--- src/rtl/maxpool_pkg.sv ---
// Shared types and constants for the 3x3 max-pool frame scheduler.
// Latency: n/a (declarations only).
// Backpressure: n/a.
package maxpool_pkg;

    // Scheduler states, one per phase of a frame.
    typedef enum logic [2:0] {
        S_IDLE  = 3'd0,
        S_VSYNC = 3'd1,
        S_WAIT  = 3'd2,
        S_SYNC  = 3'd3,
        S_RUN   = 3'd4,
        S_GAP   = 3'd5,
        S_DRAIN = 3'd6
    } state_t;

    // Default counter / configuration widths.
    localparam int W_BITS_DEF = 9;
    localparam int H_BITS_DEF = 9;
    localparam int C_BITS_DEF = 8;

    // Bit positions inside the 3-bit vertical row mask.
    localparam int MSK_UP  = 2;   // row-1
    localparam int MSK_MID = 1;   // centre row
    localparam int MSK_DN  = 0;   // row+1

    // Builds the vertical pad mask for a centre row: outer rows are
    // masked off at the top and bottom edges of the frame.
    function automatic logic [2:0] row_mask(input logic first_row, input logic last_row);
        logic [2:0] m;
        m          = '0;
        m[MSK_UP]  = ~first_row;
        m[MSK_MID] = 1'b1;
        m[MSK_DN]  = ~last_row;
        return m;
    endfunction

endpackage

--- src/rtl/maxpool_scan_cnt.sv ---
// Nested column / channel / row counter for the max-pool frame walk.
// Latency: counters update on the clock edge after a step request.
// Backpressure: none; steps only when the scheduler asks.
module maxpool_scan_cnt
    import maxpool_pkg::*;
#(
    parameter int W_BITS = W_BITS_DEF,
    parameter int H_BITS = H_BITS_DEF,
    parameter int C_BITS = C_BITS_DEF
) (
    input  logic              i_sclk,
    input  logic              i_rst,
    input  logic              clr,
    input  logic              col_inc,
    input  logic              seg_adv,
    input  logic [W_BITS-1:0] cfg_w,
    input  logic [H_BITS-1:0] cfg_h,
    input  logic [C_BITS-1:0] cfg_c,
    output logic [W_BITS-1:0] col,
    output logic [C_BITS-1:0] ch,
    output logic [H_BITS-1:0] row,
    output logic              last_col,
    output logic              last_ch,
    output logic              last_row
);

    // Configured sizes are already clamped to >=1, so size-1 never wraps.
    assign last_col = (col == cfg_w - W_BITS'(1));
    assign last_ch  = (ch  == cfg_c - C_BITS'(1));
    assign last_row = (row == cfg_h - H_BITS'(1));

    // Column steps inside a segment; a segment advance moves channel, then row.
    always_ff @(posedge i_sclk or posedge i_rst) begin
        if (i_rst) begin
            col <= '0;
            ch  <= '0;
            row <= '0;
        end else if (clr) begin
            col <= '0;
            ch  <= '0;
            row <= '0;
        end else if (seg_adv) begin
            col <= '0;
            if (last_ch) begin
                ch  <= '0;
                row <= last_row ? '0 : row + H_BITS'(1);
            end else begin
                ch  <= ch + C_BITS'(1);
            end
        end else if (col_inc) begin
            col <= col + W_BITS'(1);
        end
    end

endmodule

--- src/rtl/maxpool_scan_ctrl.sv ---
// Frame scheduler for the 3x3 max-pool datapath; optional stride-2 keep decimation via MAXPOOL_STRIDE2_EN.
// Latency: segment = sync + W columns + pad column + GAP idle; o_done DP_LAT+1 cycles after the last column strobe.
// Backpressure: i_ready is sampled only before a segment starts; a started segment never stalls.
module maxpool_scan_ctrl
    import maxpool_pkg::*;
#(
    parameter int W_BITS = W_BITS_DEF,
    parameter int H_BITS = H_BITS_DEF,
    parameter int C_BITS = C_BITS_DEF,
    parameter int GAP    = 2,
    parameter int DP_LAT = 4
) (
    input  logic              i_sclk,
    input  logic              i_rst,
    input  logic              i_start,
    input  logic [W_BITS-1:0] i_cfg_w,
    input  logic [H_BITS-1:0] i_cfg_h,
    input  logic [C_BITS-1:0] i_cfg_c,
    input  logic              i_ready,
    output logic              o_vsync,
    output logic              o_hsync,
    output logic              o_reuse,
    output logic              o_valid,
    output logic [W_BITS-1:0] o_rd_col,
    output logic [C_BITS-1:0] o_rd_ch,
    output logic [H_BITS-1:0] o_rd_row,
    output logic [2:0]        o_row_msk,
    output logic              o_pad_col,
    output logic              o_keep,
    output logic              o_busy,
    output logic              o_done
);

    localparam int              DR_BITS    = $clog2(DP_LAT + 2);
    localparam logic [3:0]      GAP_LAST   = 4'(GAP - 1);
    localparam logic [DR_BITS-1:0] DRAIN_LAST = DR_BITS'(DP_LAT);

    state_t              state;
    state_t              nxt;

    logic [W_BITS-1:0]   cfg_w_q;
    logic [H_BITS-1:0]   cfg_h_q;
    logic [C_BITS-1:0]   cfg_c_q;

    logic                pad_q;
    logic [3:0]          gap_cnt;
    logic [DR_BITS-1:0]  drain_cnt;

    logic                cnt_clr;
    logic                col_inc;
    logic                seg_adv;
    logic                pad_set;

    logic [W_BITS-1:0]   col;
    logic [C_BITS-1:0]   ch;
    logic [H_BITS-1:0]   row;
    logic                last_col;
    logic                last_ch;
    logic                last_row;

    logic                rd_en;
    logic                keep_dec;

    maxpool_scan_cnt #(
        .W_BITS (W_BITS),
        .H_BITS (H_BITS),
        .C_BITS (C_BITS)
    ) u_cnt (
        .i_sclk   (i_sclk),
        .i_rst    (i_rst),
        .clr      (cnt_clr),
        .col_inc  (col_inc),
        .seg_adv  (seg_adv),
        .cfg_w    (cfg_w_q),
        .cfg_h    (cfg_h_q),
        .cfg_c    (cfg_c_q),
        .col      (col),
        .ch       (ch),
        .row      (row),
        .last_col (last_col),
        .last_ch  (last_ch),
        .last_row (last_row)
    );

    // State register.
    always_ff @(posedge i_sclk or posedge i_rst) begin
        if (i_rst) begin
            state <= S_IDLE;
        end else begin
            state <= nxt;
        end
    end

    // Configuration is captured once per frame; a size of 0 behaves as 1.
    always_ff @(posedge i_sclk or posedge i_rst) begin
        if (i_rst) begin
            cfg_w_q <= '0;
            cfg_h_q <= '0;
            cfg_c_q <= '0;
        end else if (state == S_IDLE && i_start) begin
            cfg_w_q <= (i_cfg_w == '0) ? W_BITS'(1) : i_cfg_w;
            cfg_h_q <= (i_cfg_h == '0) ? H_BITS'(1) : i_cfg_h;
            cfg_c_q <= (i_cfg_c == '0) ? C_BITS'(1) : i_cfg_c;
        end
    end

    // Pad-column flag: set after the last real column, cleared at each new segment.
    always_ff @(posedge i_sclk or posedge i_rst) begin
        if (i_rst) begin
            pad_q <= 1'b0;
        end else if (cnt_clr || seg_adv) begin
            pad_q <= 1'b0;
        end else if (pad_set) begin
            pad_q <= 1'b1;
        end
    end

    // Idle-gap and drain timers run only while in their own state.
    always_ff @(posedge i_sclk or posedge i_rst) begin
        if (i_rst) begin
            gap_cnt   <= '0;
            drain_cnt <= '0;
        end else begin
            gap_cnt   <= (state == S_GAP)   ? gap_cnt + 4'd1           : 4'd0;
            drain_cnt <= (state == S_DRAIN) ? drain_cnt + DR_BITS'(1)  : '0;
        end
    end

    // Next-state logic and datapath strobes.
    always_comb begin
        nxt     = state;
        cnt_clr = 1'b0;
        col_inc = 1'b0;
        seg_adv = 1'b0;
        pad_set = 1'b0;
        o_vsync = 1'b0;
        o_hsync = 1'b0;
        o_reuse = 1'b0;
        o_valid = 1'b0;
        o_done  = 1'b0;
        case (state)
            S_IDLE: begin
                if (i_start) begin
                    cnt_clr = 1'b1;
                    nxt     = S_VSYNC;
                end
            end
            S_VSYNC: begin
                o_vsync = 1'b1;
                nxt     = S_WAIT;
            end
            S_WAIT: begin
                if (i_ready) begin
                    nxt = S_SYNC;
                end
            end
            S_SYNC: begin
                o_hsync = (ch == '0);
                o_reuse = (ch != '0);
                nxt     = S_RUN;
            end
            S_RUN: begin
                o_valid = 1'b1;
                if (!pad_q) begin
                    if (last_col) begin
                        pad_set = 1'b1;
                    end else begin
                        col_inc = 1'b1;
                    end
                end else if (last_ch && last_row) begin
                    // No gap after the final segment: the drain timer starts right away.
                    nxt = S_DRAIN;
                end else if (GAP == 0) begin
                    seg_adv = 1'b1;
                    nxt     = S_WAIT;
                end else begin
                    nxt = S_GAP;
                end
            end
            S_GAP: begin
                if (gap_cnt == GAP_LAST) begin
                    seg_adv = 1'b1;
                    nxt     = S_WAIT;
                end
            end
            S_DRAIN: begin
                if (drain_cnt == DRAIN_LAST) begin
                    o_done = 1'b1;
                    nxt    = S_IDLE;
                end
            end
            default: begin
                nxt = S_IDLE;
            end
        endcase
    end

`ifdef MAXPOOL_STRIDE2_EN
    // RUN cycle k carries centre column k-1; keep only even centres on even rows.
    // k is odd exactly when the column counter (or W, on the pad cycle) is odd.
    assign keep_dec = (pad_q ? cfg_w_q[0] : col[0]) & ~row[0];
`else
    assign keep_dec = 1'b1;
`endif

    // Line-buffer read controls are presented from segment sync through the pad column.
    always_comb begin
        rd_en     = (state == S_SYNC) || (state == S_RUN);
        o_rd_col  = rd_en ? col : '0;
        o_rd_ch   = rd_en ? ch  : '0;
        o_rd_row  = rd_en ? row : '0;
        o_row_msk = rd_en ? row_mask(row == '0, last_row) : 3'b000;
        o_pad_col = (state == S_RUN) && pad_q;
        o_keep    = (state == S_RUN) && (pad_q || col != '0) && keep_dec;
    end

    assign o_busy = (state != S_IDLE);

endmodule

--- config.mk ---
export PLATFORM = sky130hd
export DESIGN_NAME = maxpool_scan_ctrl
export DESIGN_NICKNAME = d
export VERILOG_FILES = /design/src/rtl/maxpool_pkg.sv /design/src/rtl/maxpool_scan_cnt.sv /design/src/rtl/maxpool_scan_ctrl.sv
export SDC_FILE = /design/constraint.sdc
export NUM_CORES = 1
export LEC_CHECK = 0
export CAP_MARGIN = 40
export CORE_UTILIZATION = 35
export CTS_BUF_LIST = sky130_fd_sc_hd__clkbuf_2
export DETAILED_ROUTE_END_ITERATION = 10
export GPL_ROUTABILITY_DRIVEN = 1
export HOLD_SLACK_MARGIN = 0.03
export PLACE_DENSITY = 0.6
export SLEW_MARGIN = 25
export SYNTH_ARGS = -nofsm -noshare
export SYNTH_HDL_FRONTEND = slang
export SYNTH_SLANG_ARGS = --single-unit
export TNS_END_PERCENT = 20
--- constraint.sdc ---
create_clock -name i_sclk -period 3.68 [get_ports i_sclk]
set_clock_uncertainty 0.2 [all_clocks]
set_input_delay 0.552 -clock i_sclk [delete_from_list [all_inputs] [get_ports i_sclk]]
set_output_delay 0.552 -clock i_sclk [all_outputs]
set_load 0.005 [all_outputs]
### Word-level counts from Yosys, hierarchy flattened

Index checks and enable logic that the tools add are counted.

| word-level totals | value |
|---|---|
| bits in registers | 63 |
| logic and storage cells | 102 |
| input bits | 30 |
| output and inout bits | 37 |

| operators by class | value |
|---|---|
| add/sub/neg operators | 8 |
| bitwise logic cells | 2 |
| reduce and logical (&&, ||, !) cells | 22 |
| mux-type cells | 44 |
| eq/ne operators | 16 |

Operators with widths:

| cell | number |
|---|---|
| 9-bit two-way mux | 11 |
| 8-bit two-way mux | 5 |
| 9-bit zero test | 3 |
| 3-bit two-way mux | 7 |
| 3-bit case mux with 7 select lines | 1 |
| 9-bit by 1-bit adder with 9-bit output (second input constant) | 2 |
| 9-bit == test | 2 |
| 1-bit two-way mux | 18 |
| 9-bit by 1-bit subtractor with 9-bit output (second input constant) | 2 |
| 8-bit zero test | 2 |
| 3-bit == test (second input constant) | 4 |
| 9-bit nonzero test | 1 |
| 8-bit by 1-bit adder with 8-bit output (second input constant) | 1 |
| 8-bit == test | 1 |
| 8-bit nonzero test | 1 |
| 8-bit by 1-bit subtractor with 8-bit output (second input constant) | 1 |
| 3-bit by 2-bit == test with 1-bit output (second input constant) | 2 |
| 2-bit inequality test (second input constant) | 3 |
| 2-bit nonzero test | 3 |
| 3-bit nonzero test | 2 |
| 5-bit AND reduction | 1 |
| 4-bit by 1-bit adder with 4-bit output (second input constant) | 1 |
| 4-bit by 1-bit == test with 1-bit output (second input constant) | 1 |
| 1-bit logical AND | 4 |
| 9 further kinds | 13 |

### Logic depth before layout (Yosys ltp)

| depth | value |
|---|---|
| word-level depth | 8 |
| gate-level depth with buffers | 11 |
| depth with buffers taken out | 9 |

### Hierarchy

From an unflattened synthesis, not the netlist that was laid out.

| unflattened totals | value |
|---|---|
| cell total of the unflattened synthesis | 422 |
| area total of the unflattened synthesis | 4016.4 sq um |

Modules (own cells, without submodules):

| module | area an instance (sq um) | seq. area each (sq um) | instances | cells each |
|---|---|---|---|---|
| maxpool_scan_cnt | 2087.0 | 650.6 | 1 | 244 |
| maxpool_scan_ctrl | 1929.4 | 925.9 | 1 | 178 |

### Least setup slack after synthesis

OpenSTA, ideal clock, no wires.

| path | value |
|---|---|
| path kind | register -> register |
| from | reg cfg_w_q[0] |
| to | reg u_cnt.col[1] |
| setup slack | 0.801 ns |
| arrival time | 2.548 ns |
| cell stages (with the launch flop) | 12 |
| required time | 3.348 ns |
| period minus slack after synthesis | 2.879 ns |
| cells stage by stage | dfrtp_1 inv_1 ha_1 or3b_1 clkbuf_1 or4_1 a211oi_2 a311oi_1 nor2_2 buf_4 mux2i_1 nor2_1 |

| on the way | value |
|---|---|
| word-level cells in the longest chain between the ends | 6 |

RTL lines:

| element | RTL line | text |
|---|---|---|
| start, declared | maxpool_scan_ctrl.sv:41 | `logic [W_BITS-1:0] cfg_w_q;` |
| start signal, assigned | maxpool_scan_ctrl.sv:101 | `cfg_w_q <= (i_cfg_w == '0) ? W_BITS'(1) : i_cfg_w;` |
| 9-bit by 1-bit subtractor with 9-bit output | maxpool_scan_cnt.sv:28 | `assign last_col = (col == cfg_w - W_BITS'(1));` |
| 9-bit == test | maxpool_scan_cnt.sv:28 |  |
| 1-bit two-way mux | maxpool_scan_ctrl.sv:165 | `if (last_col) begin` |
| 1-bit two-way mux | maxpool_scan_ctrl.sv:164 | `if (!pad_q) begin` |
| 1-bit two-way mux | maxpool_scan_ctrl.sv:141 | `case (state)` |
| 3-bit nonzero test (no line) | - |  |
| end signal, assigned | maxpool_scan_cnt.sv:51 | `col <= col + W_BITS'(1);` |
| end, declared | maxpool_scan_cnt.sv:19 | `output logic [W_BITS-1:0] col,` |

Every way passes these cells.
A chain may end at the register's enable or synchronous reset.

### Worst setup path after layout

| path | value |
|---|---|
| from | reg cfg_h_q[2] |
| to | out o_row_msk[0] |

| on the way | value |
|---|---|
| word-level cells in the longest chain between the ends | 4 |

RTL lines:

| element | RTL line | text |
|---|---|---|
| start, declared | maxpool_scan_ctrl.sv:42 | `logic [H_BITS-1:0] cfg_h_q;` |
| start signal, assigned | maxpool_scan_ctrl.sv:102 | `cfg_h_q <= (i_cfg_h == '0) ? H_BITS'(1) : i_cfg_h;` |
| 9-bit by 1-bit subtractor with 9-bit output | maxpool_scan_cnt.sv:30 | `assign last_row = (row == cfg_h - H_BITS'(1));` |
| 9-bit == test | maxpool_scan_cnt.sv:30 |  |
| 1-bit NOT | maxpool_pkg.sv:34 | `m[MSK_DN] = ~last_row;` |
| 3-bit two-way mux | maxpool_scan_ctrl.sv:212 | `o_row_msk = rd_en ? row_mask(row == '0, last_row) : 3'b000;` |
| end, declared | maxpool_scan_ctrl.sv:27 | `output logic [2:0] o_row_msk,` |

Every way passes these cells.

==> metrics.csv <==
metric;value;unit
DRT Wirelength;10500;um
unrepaired setup endpoints after global routing;no;
area leader, netlist;dfrtp_1;
Synth Register Bits;63;
area grow syn2layout;24.6;%
Initial DRC Count;110;
Achievable Freq;0.282;GHz
Root Driver;clkbuf_2;
Final Hold Violating Endpoints;0;
VDD IR-drop max;379;uV
Antenna Cells;0;
Max Cap Viol;0;
worst path arrival time;2800;ps
clk buf depth;2;
Die W;111;um
antenna violation net count after detailed routing;0;
synth cell count leaders;dfrtp_1 (63), nor2_1 (36), nand2_1 (31);
slowest CP cell;dfrtp_1;
CTS Sinks;63;
Seq/Total Area, Yosys;38.1;%
All-Layer GR Usage;18.0;%
crit path kind;flip-flop to output pin;
post-DR vias/cell;5.34;
Slew Limit Headroom;54.4;%
number of global-route vias before repair;3539;
Worst setup startpoint;cfg_h_q[2]$_DFFE_PP0P_;
Clk Latency, worst-skew pair;520;ps
Crit Path Max Fanout;7;
Post-synth EDFFs;0;
syn nets;500;
Total Neg Setup Slack;0;ps
Vias;3546;
chip height;111;um
DIE AREA;12300;um2
Final min period;3550;ps
Least-Margin Pin Slew;684;ps
DR WL/cell;15.9;um
asr flop ratio synth;100;%
design area;5160;um2
HP Class;input pin to async pin;
RD Place Congestion;0.784;
post-synth cell types;63;
crit-path cells;nor4_4 > and4b_1 > a41oi_1 > a2111oi_4 > a21oi_1 > clkdlybuf4s50_1;
layout cell share with drive strength beyond 1;12.7;%
Port Buffers;66;
required time of the critical path;2930;ps
# hold bufs at CTS;0;
initial antenna violation count;0;
Post-Syn Area;4140;um2
fill count;1129;
Syn. warnings;0;
power per cell area;713;nW/um2
Boundary Pins;67;
fin. max-slew vios;0;
WP buf/inv;1;
global route total overflow;0;
Synth area leaders;dfrtp_1 (38%), xnor2_1 (6.3%), mux2_2 (5.4%);
largest net degree at the start of global routing;41;
Placed Instances;646;
Core Area;11500;um2
final critical-path share of the clock period;96.4;%
most frequent cell after synthesis;dfrtp_1;
post-DP HPWL;7530;um
Remaining DRCs;0;
TritonCTS buffer count;9;
Crit path max-delay family;simple AND/OR/NAND/NOR gates;
final non-filler cell total;664;
clock input transition at the sequential cells of the worst setup and hold paths;170;ps
final net count;560;
Initial Utilization;36.1;%
status;finished clean;
top-area cell type share of the netlist area;38.1;%
leak pwr;0.00200;uW
CTS HTree Levels;3;
dpl cell area;4950;um2
Post-Synthesis Cells;457;
Synth Flop Type;dfrtp_1;
Cell Rows;39;
RR Startpoint;cfg_w_q[0]$_DFFE_PP0P_;
largest stage delay on the critical path;510;ps
Crit. End Element;output pin;
DRT Pass-1 Iters;4;
CTS tree;built;
CP Launch Type;flip-flop;
first-pass GRT wire length;18000;um
Mapped Avg Cell Area;9.06;um2
endpoints failing setup;0;
overall power;3680;uW
[state kept, by name, indices dropped and copies added, names as in the netlist]
register,count
cfg_c_q,8
cfg_h_q,9
cfg_w_q,9
drain_cnt,3
gap_cnt,4
pad_q,1
state,3
u_cnt.ch,8
u_cnt.col,9
u_cnt.row,9
[area by class of cell]
class                           instances  area, um2  area share, %
Clock buffer                           11       55.1           1.07
Clock inverter                          4       95.1           1.84
Inverter                               22       82.6           1.60
Multi-Input combinational cell        344       2400           46.5
Sequential cell                        63       1580           30.6
Tap cell                              143        179           3.47
Timing Repair Buffer                   77        768           14.9
[per-stage QoR]
| step | hold slack [ps] | setup slack [ps] | util [%] |
|---|---|---|---|
| 2_1_floorplan | 231 | 801 | - |
| 3_3_place_gp | 244 | 584 | 43.1 |
| 3_5_place_dp | 260 | 480 | 43.1 |
| 4_1_cts | 251 | 42.0 | 44.7 |
| 5_1_grt | 61.6 | 1.48 | 45.0 |
| 6_report | 73.2 | 131 | 45.0 |
[cells by family (layout without fill, tap and decap cells)]
family | after synthesis | count (layout) | synth area share [%]
fa+ha+maj | 14 | 14 | 4.17
buf+inv | 50 | 114 | 4.71
compound gates | 94 | 94 | 15.3
simple gates | 170 | 170 | 22.5
flops | 63 | 63 | 38.1
xor+xnor | 43 | 43 | 9.10
mux | 23 | 23 | 6.17
[report_power, final]
group,switching (uW),internal [uW],total (uW)
combinational,905,913,1820
sequential,378,925,1300
clock,262,294,557
[what timing repair did]
| item | CTS | global route |
|---|---|---|
| setup endpoints to repair | 3 | 1 |
| setup buffers | 2 | 0 |
| resized for setup | 3 | 3 |
[cell usage in the layout, fill, tap and decap left out, types with 4 or more instances in the layout]
cell type / count
or4_1: 4
and2_1: 21
nand4_1: 5
nor4_1: 7
ha_1: 12
nand2_1: 31
clkbuf_2: 11
o21ai_0: 22
buf_4: 9
dfrtp_1: 62
nor2_1: 35
or3_1: 10
nand3_1: 13
a22o_1: 5
mux2_2: 20
nor3_1: 15
a21oi_1: 27
xnor2_1: 30
xor2_1: 13
clkdlybuf4s50_1: 66
and3_1: 4
inv_1: 21
[routing by layer]
layer | vias to the layer above | wire length, um | GRT usage (%)
met5 | - | 0 | 0
li1 | 1732 | - | -
met1 | 1725 | 4890 | 23.8
met4 | 0 | 132 | 5.51
met3 | 12 | 497 | 4.43
met2 | 77 | 5030 | 29.0
[final timing paths]
| path | cells past startpoint | to | slack [ps] |
|---|---|---|---|
| max in group asynchronous | 4 | state[0]$_DFFE_PP0P_ | 2540 |
| min in group i_sclk | 1 | drain_cnt[0]$_DFF_PP0_ | 280 |
| worst max-delay path | 6 | o_row_msk[0] | 130 |
| worst min-delay path | 2 | cfg_w_q[8]$_DFFE_PP0P_ | 70 |
| worst min register to register | 1 | drain_cnt[0]$_DFF_PP0_ | 280 |
| worst max register to register | 9 | u_cnt.col[5]$_DFFE_PP0P_ | 480 |
(Power assumes the default switching activity.)
==> edit 1, RTL diff (same flow settings) <==
Add an input register stage for `i_cfg_h`, without a reset; this delays it by one clock. The other inputs are not delayed to match.
--- a/src/rtl/maxpool_scan_ctrl.sv
+++ b/src/rtl/maxpool_scan_ctrl.sv
@@ -36,4 +36,10 @@
     localparam logic [DR_BITS-1:0] DRAIN_LAST = DR_BITS'(DP_LAT);
 
+    logic [H_BITS-1:0] i_cfg_h_q;
+
+    always_ff @(posedge i_sclk) begin
+        i_cfg_h_q <= i_cfg_h;
+    end
+
     state_t              state;
     state_t              nxt;
@@ -100,5 +106,5 @@
         end else if (state == S_IDLE && i_start) begin
             cfg_w_q <= (i_cfg_w == '0) ? W_BITS'(1) : i_cfg_w;
-            cfg_h_q <= (i_cfg_h == '0) ? H_BITS'(1) : i_cfg_h;
+            cfg_h_q <= (i_cfg_h_q == '0) ? H_BITS'(1) : i_cfg_h_q;
             cfg_c_q <= (i_cfg_c == '0) ? C_BITS'(1) : i_cfg_c;
         end
Formal check against the unedited RTL: not equivalent (a bounded check fails within 4 cycles, from zero or initial values and one cycle with i_rst high).
==> edit 1 against the unedited design <==
Register-to-register slack improved by 0.06 ns; cell area increased by 4.8%; worst setup slack gained 0.00079 ns; sequential cell count rose by 9; area after synthesis up 7.0%; sequential share of layout area rose by 1.9 points; total power decreased by 10%; routed wire length decreased by 0.41%.
==> edit 1: results (changes against the unedited design) <==
CTS
  • H-tree depth: 3 (unchanged)
  • Clk Latency, worst-skew pair: 0.52 ns (about the same)
  • CTS root buffer: clkbuf_2
  • Clock slew at reported path FFs: 0.20 ns (+0.03 ns)
  • Inserted Clock Buffers: 9 (unchanged)
  • CTS Buffer Depth: 2 (unchanged)

Synthesis
  • Library cells used by synthesis: 71 (+13%)
  • Syn. warnings: 0 (unchanged)
  • Area contributors post-synth: dfrtp_1 36%, xor2_1 4.5%, mux2_2 4.3%, dfxtp_1 4.1%, a21oi_1 3.8%
  • Synth async-reset ratio: 87.5% (-13 points)
  • Synth Flop Type: dfrtp_1
  • Syn nets: 525 (+5.0%)
  • Synth top area share: 35.6% (-2.5 points)
  • Seq/Total Area, Yosys: 39.7% (+1.6 points)
  • Synth top cells by count: 63 x dfrtp_1, 36 x nand2_1, 34 x a21oi_1

GRT
  • Pin count of the biggest net entering global routing: 47 (+15%)
  • First-pass GRT wire length: 17.7 mm (-1.7%)
  • GRT met1 Usage: 23.8% (+0.093 points)
  • Vias in the first global route: 3,534 (-0.14%)
  • Gr usage total: 17.3% (-0.73 points)
  • Met2 usage: 27.2% (-1.8 points)
  • Initial antenna violation count: 0 (unchanged)
  • Met3 Track Usage GR: 3.34% (-1.1 points)

Critical path
  • CP Max Fanout: 6 (-1)
  • Crit-path leading delay family: simple AND/OR/NAND/NOR gates
  • Crit path DAT: 2.80 ns (about the same)
  • Slowest cell on crit path: or4_1
  • Biggest cell delay along the critical path: 0.46 ns (-0.05 ns)

Power
  • Peak supply drop: 0.239 mV (-37%)
  • Pleak: 0.00225 uW (+12%)

Cells and area
  • Fill count: 1,165 (+3.2%)
  • Nets: 592 (+5.7%)
  • Share of post-route cells with drive strength above 1: 13.4% (+0.69 points)
  • FF/Latch Area: 1760 sq um (+11%)
  • Antenna cell count: 0 (unchanged)

Detailed routing
  • WL final: 10.5 mm (-0.41%)
  • Via count of the routed design: 3,700 (+4.3%)
  • Drt initial violations: 208 (+89%)
  • Drt pass-1 iters: 4 (unchanged)

Placed design
  • IO buf count: 66 (unchanged)
  • Placer congestion estimate: 0.857 (+9.2%)
  • Placed inst area: 5250 sq um (+6.1%)
  • Placed wire-length estimate: 7.77 mm (+3.2%)

STA
  • Tightest Pin Transition: 0.762 ns (+0.0785 ns)

Min path
  • Worst hold path type: input pin to async pin

Status
  • Status: completed
-- edit 1: cell count changes in the layout (fill, tap and decap cells not counted), moves of 7 or more --
cell,before,now
or3_1,10,3
xnor2_1,30,16
dfxtp_1,0,9
a21oi_1,27,34
xor2_1,13,23
-- edit 1: timing repair --
action	in CTS	in global routing
gates resized for setup	4	1
endpoints found under the setup margin	1	6
setup buffers	4	0
pin swaps	2	0
hold buffers	0	0
-- edit 1: final timing paths --
kind / start / endpoint / slack (ns) / depth (start not counted)
worst max-delay path: cfg_h_q[0] / o_row_msk[0] / 0.13 / 8
worst min-delay path: i_rst / cfg_w_q[6] / 0.16 / 3
worst max register to register: cfg_w_q[2] / u_cnt.col[8] / 0.54 / 7
worst min register to register: i_cfg_h_q[6] / cfg_h_q[6] / 0.28 / 2
max in group asynchronous: i_rst / u_cnt.row[2] / 2.58 / 3
min in group i_sclk: i_cfg_h[1] / i_cfg_h_q[1] / 0.27 / 1
-- edit 1: final cells by class --
cell class,instances,share of cell area (%)
flip-flops and latches,72,32.5
multi-input cells,357,45.5
repair buffers,80,14.1
clock inverters,4,0.833
clock buffers,12,1.11
inverters,29,2.01
well taps,168,3.89
-- edit 1: worst reg2reg max path, cell delays in order (launching register included) --
cell	delay [ns]
dfrtp_1	0.49
nor4_1	0.65
nand2_1	0.15
xnor2_1	0.17
a2111oi_2	0.59
a21oi_1	0.36
and4_1	0.29
o21a_1	0.16
-- edit 1: logic make-up (layout without fill, tap and decap cells) --
logic type,after synthesis,after routing,share of synthesized area [%]
muxes,26,26,6.36
xor gates and xnor gates,39,39,7.71
AOI/OAI and AO/OA,100,100,15.3
DFF,72,72,39.7
adders and majority gates,14,14,3.90
buffers and inverters,53,125,5.31
and+or+nand+nor,178,178,21.8
-- edit 1: per-layer routing --
metal | up-vias | share of wire, % | routed length, um
met5 | - | 0 | 0
met4 | 0 | 1.6 | 163
met3 | 15 | 4.9 | 510
met2 | 89 | 46 | 4820
met1 | 1748 | 48 | 5020
li1 | 1848 | - | -
-- edit 1: report_power, final --
group / internal (uW) / switching, uW
sequential: 999 / 291
clock: 162 / 270
combinational: 764 / 813
total: 1930 / 1370
-- edit 1: through the flow --
step | TNS (ns) | setup slack [ns] | std cells
2_1_floorplan | 0 | 0.813 | 482
3_3_place_gp | 0 | 0.289 | 701
3_5_place_dp | 0 | 0.228 | 701
4_1_cts | 0 | 0.0539 | 721
5_1_grt | -0.0278 | -0.0278 | 722
6_report | 0 | 0.132 | 722
==> edit 2, RTL diff (config.mk and constraints unchanged) <==
Made on the original files. Set the parameter `DP_LAT` to 8 (it was 4).
--- a/src/rtl/maxpool_scan_ctrl.sv
+++ b/src/rtl/maxpool_scan_ctrl.sv
@@ -9,5 +9,5 @@
     parameter int C_BITS = C_BITS_DEF,
     parameter int GAP    = 2,
-    parameter int DP_LAT = 4
+    parameter int DP_LAT = 8
 ) (
     input  logic              i_sclk,
Function: same outputs for any inputs over 10 cycles, from zero or initial values and one cycle with i_rst high; that may be too few to reach the edited logic, so the function may still have changed.
==> edit 2 against the unedited design <==
Total power shrank 20%; critical path type unchanged; area after synthesis grew 0.70%; sequential cell count is 1 higher; routed wire length grew 1.2%; clock power decreased by 26%; cell area decreased by 1.3%; worst setup slack improved by 0.048 ns; count of clock-buffer cells in the layout is the same; the run now ends with design-rule violations left.
==> edit 2: results (changes against the unedited design) <==
Synthesis
  • Avg Inst Size Synth: 8.24 sq um (-9.1%)
  • Library cells used by synthesis: 57 (-9.5%)
  • Area share of fa/ha/maj cells after synthesis: 3.90% (-0.27 points)
  • Post-Synth XOR/XNOR Area: 8.40% (-0.69 points)
  • Area contributors post-synth: dfrtp_1 38%, nand2_1 7.5%, xnor2_1 4.8%, ha_1 3.9%, nor2_1 3.6%
  • Compound-Gate Fraction of Synth Area: 13.5% (-1.8 points)
  • Seq/Total Area, Yosys: 38.4% (+0.34 points)
  • Synth top cells by count: 83 x nand2_1, 64 x dfrtp_1, 40 x nor2_1
  • Multiplexer area fraction after synthesis: 1.68% (-4.5 points)
  • Synth top area share: 38.4% (+0.34 points)

Critical path
  • Worst Reg-to-Reg Cells: 7 (-2)
  • Slowest cell on crit path: or4b_1
  • Critical R2R Launch: cfg_w_q[2]
  • Crit path DAT: 2.75 ns (-0.05 ns)
  • Crit-path leading delay family: compound AO/OA/AOI/OAI gates
  • Worst R2R End: u_cnt.col[6]
  • Biggest cell delay along the critical path: 0.53 ns (+0.02 ns)
  • CP Max Fanout: 8 (+1)
  • Worst Setup SP: cfg_h_q[0]
  • FF-to-FF setup slack: 0.97 ns (+0.49 ns)

Power
  • Peak supply drop: 0.215 mV (-43%)
  • Net load switching power: 1300 uW (-16%)
  • Pwr dens: 578 nW/um^2 (-19%)
  • Pleak: 0.00214 uW (+6.9%)
  • Seq pwr share: 40.7% (+5.3 points)
  • Gate power share: 45.4% (-4.0 points)

STA
  • Fmax: 0.286 GHz (+1.4%)
  • Relative slew slack: 53.7% (-0.77 points)

GRT
  • Gr usage total: 18.2% (+0.16 points)
  • Pin count of the biggest net entering global routing: 38 (-7.3%)
  • Vias in the first global route: 3,695 (+4.4%)
  • First-pass GRT wire length: 18.1 mm (+0.54%)

Status
  • Failing checks: design-rule violations
  • Status: finished with violations

Placed design
  • Dpl ws: 0.315 ns (-0.165 ns)
  • Placed cells: 696 (+7.7%)
  • Placer congestion estimate: 0.846 (+7.8%)
  • Placed wire-length estimate: 7.87 mm (+4.6%)

CTS
  • Resized Gates After CTS: 2 (-1)
  • Post-CTS Setup Bufs: 3 (+1)

Detailed routing
  • DRC Markers: 6 (+6)
  • Drt initial violations: 178 (+62%)
  • Via count of the routed design: 3,798 (+7.1%)
  • Drt pass-1 iters: 7 (+3)

Cells and area
  • Fill count: 1,155 (+2.3%)
  • Share of post-route cells with drive strength above 1: 7.52% (-5.2 points)
  • Nets: 610 (+8.9%)
  • Final std cells w/o fill: 715 (+7.7%)
edit 2: per-stage QoR:
stage / hold WS [ns] / instance area [sq um]
finish: 0.228 / 5090
CTS: 0.217 / 5080
detailed placement: 0.287 / 4960
floorplan: 0.255 / 4170
global placement: 0.278 / 4960
global route: 0.251 / 5090
edit 2: layout make-up:
type,count,area [sq um],share of cell area [%]
repair buffers,78,749,14.7
inverters,26,97.6,1.92
well taps,143,179,3.52
flip-flops and latches,64,1600,31.5
clock inverters,5,47.5,0.934
multi-input cells,388,2360,46.4
clock buffers,11,55.1,1.08
edit 2: kinds of logic (layout without fill, tap and decap cells):
logic type / count (synthesis) / in the layout
adders and majority gates: 13 / 13
xor gates and xnor gates: 40 / 40
buffers and inverters: 54 / 120
muxes: 7 / 7
DFF: 64 / 64
AOI/OAI and AO/OA: 87 / 87
and+or+nand+nor: 241 / 241
edit 2: routing by layer:
layer  part of all wire, %  GRT usage (%)
met1                    48           24.4
met2                    46           28.4
met3                   4.3           4.87
met4                   1.4           5.59
met5                     0              0
